===== config.mk =====
export PLATFORM = sky130hd
export DESIGN_NAME = ad7606_resp_pack
export DESIGN_NICKNAME = d
export VERILOG_FILES = /design/src/rtl/ad7606_pkg.sv /design/src/rtl/ad7606_resp_arb.sv /design/src/rtl/ad7606_resp_pack.sv
export SDC_FILE = /design/constraint.sdc
export NUM_CORES = 1
export LEC_CHECK = 0
export ABC_CLOCK_PERIOD_IN_PS = 3200
export BUFFER_PORTS_ARGS = -buffer_cell sky130_fd_sc_hd__buf_2
export CAP_MARGIN = 0
export CORE_AREA = 4 4 75 70
export CTS_CLUSTER_DIAMETER = 40
export CTS_CLUSTER_SIZE = 16
export DETAILED_ROUTE_END_ITERATION = 16
export DIE_AREA = 0 0 79 74
export HOLD_SLACK_MARGIN = 0.03
export PLACE_DENSITY = 0.83
export SLEW_MARGIN = 20
export SYNTH_ARGS = -nofsm -noshare
export SYNTH_HDL_FRONTEND = slang
export SYNTH_SLANG_ARGS = --single-unit

===== constraint.sdc =====
create_clock -name i_clk -period 3.2 [get_ports i_clk]
set_clock_uncertainty 0.15 [all_clocks]
set_input_delay 0.64 -clock i_clk [delete_from_list [all_inputs] [get_ports i_clk]]
set_output_delay 0.64 -clock i_clk [all_outputs]
set_load 0.02 [all_outputs]

===== src/rtl/ad7606_pkg.sv =====
// Shared constants and types for the AD7606 host-link framing (command decoder and response framer).
package ad7606_pkg;

    localparam logic [7:0] HEADER    = 8'h55;
    localparam logic [7:0] TYPE_SEEK = 8'd5;
    localparam logic [7:0] TYPE_DONE = 8'd6;

    localparam logic [7:0] SEEK_LEN = 8'd6;
    localparam logic [7:0] DONE_LEN = 8'd2;
    localparam int         MAX_LEN  = 6;

    typedef enum logic [2:0] {
        ST_IDLE,
        ST_HEAD,
        ST_TYPE,
        ST_LEN,
        ST_PAYLOAD,
        ST_CSUM
    } resp_state_t;

endpackage


===== src/rtl/ad7606_resp_arb.sv =====
// Pending-request latch for seek/done events with fixed seek-over-done priority.
module ad7606_resp_arb
    import ad7606_pkg::*;
(
    input  logic       i_clk,
    input  logic       i_rst,
    input  logic       i_cap_seek,
    input  logic       i_cap_done,
    input  logic       i_take,
    output logic       o_grant,
    output logic       o_sel_seek,
    output logic [7:0] o_sel_type
);

    logic pend_seek_reg, pend_seek_next;
    logic pend_done_reg, pend_done_next;

    // A new pulse is ORed in after the clear, so a pulse landing on the take edge survives.
    always_comb begin
        pend_seek_next = i_cap_seek | (pend_seek_reg & ~i_take);
        pend_done_next = i_cap_done | (pend_done_reg & ~(i_take & ~pend_seek_reg));
    end

    always_ff @(posedge i_clk or posedge i_rst) begin
        if (i_rst) begin
            pend_seek_reg <= 1'b0;
            pend_done_reg <= 1'b0;
        end else begin
            pend_seek_reg <= pend_seek_next;
            pend_done_reg <= pend_done_next;
        end
    end

    assign o_grant    = pend_seek_reg | pend_done_reg;
    assign o_sel_seek = pend_seek_reg;
    assign o_sel_type = pend_seek_reg ? TYPE_SEEK : TYPE_DONE;

endmodule


===== src/rtl/ad7606_resp_pack.sv =====
// Response framer: HEADER, TYPE, LEN, payload bytes over a valid/ready byte stream.
// Optional trailing checksum byte enabled by defining RESP_CHECKSUM_EN.
module ad7606_resp_pack
    import ad7606_pkg::*;
(
    input  logic        i_clk,
    input  logic        i_rst,
    input  logic        i_cap_seek,
    input  logic        i_cap_done,
    input  logic [15:0] i_cap_cnt,
    input  logic [7:0]  i_cap_chnnel_num,
    input  logic [23:0] i_cap_speed,
    input  logic        i_cap_enable,
    input  logic        i_cap_trigger,
    output logic [7:0]  o_resp_data,
    output logic [7:0]  o_resp_len,
    output logic        o_resp_last,
    output logic        o_resp_valid,
    input  logic        i_resp_ready
);

    logic        grant;
    logic        sel_seek;
    logic [7:0]  sel_type;
    logic        take;
    logic        hs;
    logic        last_payload;

    resp_state_t state_reg, state_next;
    logic [2:0]  idx_reg, idx_next;
    logic [7:0]  len_reg;
    logic [7:0]  type_reg;
    logic [7:0]  payload_reg [0:MAX_LEN-1];
    logic [7:0]  snap [0:MAX_LEN-1];
    logic [7:0]  snap_len;
`ifdef RESP_CHECKSUM_EN
    logic [7:0]  csum_reg;
    logic [7:0]  snap_sum;
`endif

    ad7606_resp_arb u_arb (
        .i_clk      (i_clk),
        .i_rst      (i_rst),
        .i_cap_seek (i_cap_seek),
        .i_cap_done (i_cap_done),
        .i_take     (take),
        .o_grant    (grant),
        .o_sel_seek (sel_seek),
        .o_sel_type (sel_type)
    );

    assign take = (state_reg == ST_IDLE) && grant;
    assign hs   = o_resp_valid && i_resp_ready;

    // Payload image captured at frame start; unused slots stay zero.
    always_comb begin
        for (int i = 0; i < MAX_LEN; i++) snap[i] = '0;
        snap_len = DONE_LEN;
        if (sel_seek) begin
            snap[0]  = i_cap_chnnel_num;
            snap[1]  = i_cap_speed[23:16];
            snap[2]  = i_cap_speed[15:8];
            snap[3]  = i_cap_speed[7:0];
            snap[4]  = {7'b0, i_cap_enable};
            snap[5]  = {7'b0, i_cap_trigger};
            snap_len = SEEK_LEN;
        end else begin
            snap[0] = i_cap_cnt[15:8];
            snap[1] = i_cap_cnt[7:0];
        end
    end

`ifdef RESP_CHECKSUM_EN
    always_comb begin
        snap_sum = sel_type + snap_len;
        for (int i = 0; i < MAX_LEN; i++) snap_sum = snap_sum + snap[i];
    end
`endif

    always_ff @(posedge i_clk or posedge i_rst) begin
        if (i_rst) begin
            state_reg <= ST_IDLE;
            idx_reg   <= '0;
            len_reg   <= '0;
            type_reg  <= '0;
            for (int i = 0; i < MAX_LEN; i++) payload_reg[i] <= '0;
`ifdef RESP_CHECKSUM_EN
            csum_reg  <= '0;
`endif
        end else begin
            state_reg <= state_next;
            idx_reg   <= idx_next;
            if (take) begin
                len_reg  <= snap_len;
                type_reg <= sel_type;
                for (int i = 0; i < MAX_LEN; i++) payload_reg[i] <= snap[i];
`ifdef RESP_CHECKSUM_EN
                csum_reg <= snap_sum;
`endif
            end
        end
    end

    assign last_payload = ({5'b0, idx_reg} == (len_reg - 8'd1));

    always_comb begin
        state_next = state_reg;
        idx_next   = idx_reg;
        case (state_reg)
            ST_IDLE: begin
                if (grant) begin
                    state_next = ST_HEAD;
                    idx_next   = '0;
                end
            end
            ST_HEAD:    if (hs) state_next = ST_TYPE;
            ST_TYPE:    if (hs) state_next = ST_LEN;
            ST_LEN: begin
                if (hs) begin
                    state_next = ST_PAYLOAD;
                    idx_next   = '0;
                end
            end
            ST_PAYLOAD: begin
                if (hs) begin
                    if (last_payload) begin
`ifdef RESP_CHECKSUM_EN
                        state_next = ST_CSUM;
`else
                        state_next = ST_IDLE;
`endif
                    end else begin
                        idx_next = idx_reg + 3'd1;
                    end
                end
            end
`ifdef RESP_CHECKSUM_EN
            ST_CSUM:    if (hs) state_next = ST_IDLE;
`endif
            default:    state_next = ST_IDLE;
        endcase
    end

    // Outputs decode straight from registered state, so they hold while ready is low.
    always_comb begin
        o_resp_valid = (state_reg != ST_IDLE);
        o_resp_data  = '0;
        o_resp_last  = 1'b0;
        case (state_reg)
            ST_HEAD:    o_resp_data = HEADER;
            ST_TYPE:    o_resp_data = type_reg;
            ST_LEN:     o_resp_data = len_reg;
            ST_PAYLOAD: begin
                o_resp_data = payload_reg[idx_reg];
`ifndef RESP_CHECKSUM_EN
                o_resp_last = last_payload;
`endif
            end
`ifdef RESP_CHECKSUM_EN
            ST_CSUM: begin
                o_resp_data = csum_reg;
                o_resp_last = 1'b1;
            end
`endif
            default:    o_resp_data = '0;
        endcase
    end

    assign o_resp_len = len_reg;

endmodule


==> results_dict.tcl <==
set metrics [dict create \
    status "complete, no violations" \
    synthCells 224 \
    netlist_area_um2 2389 \
    p_leak_nw 1.260 \
    synth.area.top_cells "dfrtp_1 47%, o22ai_1 7.9%, mux4_2 7.5%" \
    fin_crit_sh 0.8604 \
    grt-busiest-layer "met2" \
    numClockSinks 45 \
    gp_congestion 0.8772 \
    ys_seq_area_frac 0.4715 \
    synth_top_family_by_area "compound AO/OA/AOI/OAI gates" \
    internal_power_mw 1.564 \
    syn2layout_area_growth_pct 16.50 \
    switchingPower_mw 1.188 \
    drc 0 \
    synthMuxAreaShare 0.08800 \
    cts_tree "done" \
    clock_latency_ns 0.30 \
    clockRootBuffer "clkbuf_8" \
    yosysTopAreaCellShare 0.4715 \
    r2r-start "state_reg[1]$_DFFE_PP0P_" \
    synth_edf_count 0 \
    cp-startpoint "o_resp_len[1]$_DFFE_PP0P_" \
    max_slew_margin 0.3796 \
    share_seq_of_total_power 0.405 \
    synthMostInstantiatedCell "dfrtp_1" \
    ys_top_cells_by_count "45 x dfrtp_1, 30 x o22ai_1, 20 x a21oi_1, 18 x a22o_1, 17 x nand2_1" \
    portBuffers 66 \
    ctsHoldBuffers 0 \
    hp-class "in -> async" \
    fmax_mhz 363.2 \
    critPathRequiredTime_ns 2.41 \
    drt_iter0_markers 226 \
    fin_nets 338 \
    numCtsBuffers 5 \
    nFillCells 373 \
    vias_per_cell 5.753 \
    largest_reg_flops 34 \
    num_io_pins 73 \
    rsz0062_at_grt "no" \
    drive_gt1_frac 0.3191 \
    cap_violations 0 \
    placed_cells 336 \
    p_per_area_nw_per_um2 989.2 \
    met3_usage 0.04964 \
    final_cells 344 \
    use_met2 0.3168 \
    cts_setup_buffers 0 \
    reg2reg_slack_ns 0.98 \
    finalSetupTns_ns 0 \
    antenna_found_initial 0 \
    drt_pass1_iterations 5 \
    row_count 23 \
    cpMaxStageDelayCell "dfrtp_1" \
    crit_type "reg -> out" \
    synth-xor-area-share 0.01100 \
    start_util 0.5390 \
    yosys.area_share.simple 0.1021 \
    crit_buf_inv 2 \
    cts_buffer_depth 2 \
    power_frac_clock 0.127 \
    grt_pass1_vias 1935 \
    h-tree-depth 2 \
    async_reset_ff_frac 1.000 \
    min_period_ns 2.753 \
    cp.depth 6 \
    wl_um 5767 \
    grtUsageMet1 0.2884 \
    synth_fa_ha_area_frac 0.01048 \
    worst_slew_pin_slew_ns 0.9249 \
    drv_slew 0 \
    setup_viol 0 \
    place_hpwl_um 4241 \
    crit_arrival_ns 1.96 \
    path_delay_family "simple AND/OR/NAND/NOR gates" \
    synth_warnings 0 \
    synth_compound_area_frac 0.2368 \
    crit_chain "inv_1, ha_1, xnor2_1, nor3_1, and2_1, buf_2" \
    p_sw_frac 0.4317 \
    critPathMaxFanout 5 \
    grt_pass1_wl_um 9301 \
    die_w_um 79 \
    antenna_left 0 \
    synth_cell_type_count 41 \
    synth_seq_cells 45 \
    avgSynthCellArea_um2 10.66 \
    grt_max_degree 27 \
    slowest_delay_ns 0.43 \
    vias 1979 \
    whs_ns 0.2659 \
    die_h_um 74 \
    peakVddDrop_v 0.0004470 \
    n_antenna_cell 0 \
    post_cts_resized 0 \
    netlist.top_cell.by_area "dfrtp_1" \
    die_area_um2 5846 \
    worstSetupStartpointType "flop" \
    synth_ff_type "dfrtp_1" \
    comb_power_share 0.468 \
    avgRoutedWirePerCell_um 16.76 \
    track_usage 0.2095 \
    overflow 0 \
    end_kind "output pin" \
    coreArea_um2 4432 \
    reg2reg_depth 5 \
    path_clk_slew_ns 0.08 \
    hold_viol 0 \
]
[worst reg2reg max path, delay by kind of cell, from the launching register on]
kind | cells | cell delay, ns
and+or+nand+nor | 2 | 0.73
AOI/OAI and AO/OA | 2 | 0.36
DFF | 1 | 0.58
buffers and inverters | 1 | 0.28
[worst paths after layout]
path                                                     to
worst max-delay path                            o_resp_last
worst min-delay path                 idx_reg[2]$_DFFE_PP0P_
worst max register to register  payload_reg[36]$_DFFE_PP0P_
worst min register to register      type_reg[0]$_DFFE_PP0P_
max in group asynchronous       payload_reg[25]$_DFFE_PP0P_
min in group i_clk                  type_reg[0]$_DFFE_PP0P_
[power by group through the flow]
| stage | logic (mW) | clock network (mW) | registers [mW] |
|---|---|---|---|
| after floorplan | 1.15 | 0 | 0.946 |
| after global placement | 1.25 | 0 | 1.11 |
| after detailed placement | 1.29 | 0 | 1.11 |
| after CTS | 1.29 | 0.356 | 1.11 |
| after global routing | 1.43 | 0.372 | 1.15 |
| final | 1.29 | 0.350 | 1.12 |
[metal layers]
| metal | up-vias | wire, um |
|---|---|---|
| met1 | 922 | 2513 |
| li1 | 940 | - |
| met2 | 98 | 2604 |
| met3 | 19 | 479 |
| met5 | - | 0 |
| met4 | 0 | 170 |
[layout make-up]
type                    count  area (um2)  share of cell area
clock inverters             3       22.52            0.008094
inverters                  11       41.29             0.01484
repair buffers             69       352.8              0.1268
flip-flops and latches     45        1126              0.4047
multi-input cells         149        1094              0.3930
clock buffers               5       68.82             0.02473
well taps                  62       77.57             0.02788
[cells in the final DEF, fill, tap and decap left out, types with 2 or more instances in the layout]
cell,count
nor2b_1,4
buf_2,66
clkinv_1,2
a31oi_1,3
nand3b_1,2
clkinvlp_4,3
nor3_1,3
mux2i_1,3
a22o_1,18
buf_4,3
mux4_2,8
clkbuf_8,5
and2_1,3
nand2b_1,5
a21o_1,2
dfrtp_1,45
inv_1,8
conb_1,6
xnor2_1,2
a21oi_1,20
nor2_1,2
ha_1,2
o22ai_1,30
o21ai_0,5
nand2_1,17
[cells by family after synthesis]
group	Yosys count
xor gates and xnor gates	3
DFF	45
buffers and inverters	35
other	1
and+or+nand+nor	42
AOI/OAI and AO/OA	85
adders and majority gates	2
muxes	11
[metrics by stage]
step | util | power (mW) | area (um2) | setup slack (ns)
floorplan | - | 2.095 | 2407 | 0.9779
detailed placement | 0.6073 | 2.398 | 2691 | 0.7716
global route | 0.6279 | 2.945 | 2783 | 0.2831
CTS | 0.6279 | 2.748 | 2783 | 0.4353
global placement | 0.6073 | 2.354 | 2691 | 0.8053
finish | 0.6279 | 2.753 | 2783 | 0.4466
No activity file was read; power rests on OpenSTA's default activity.
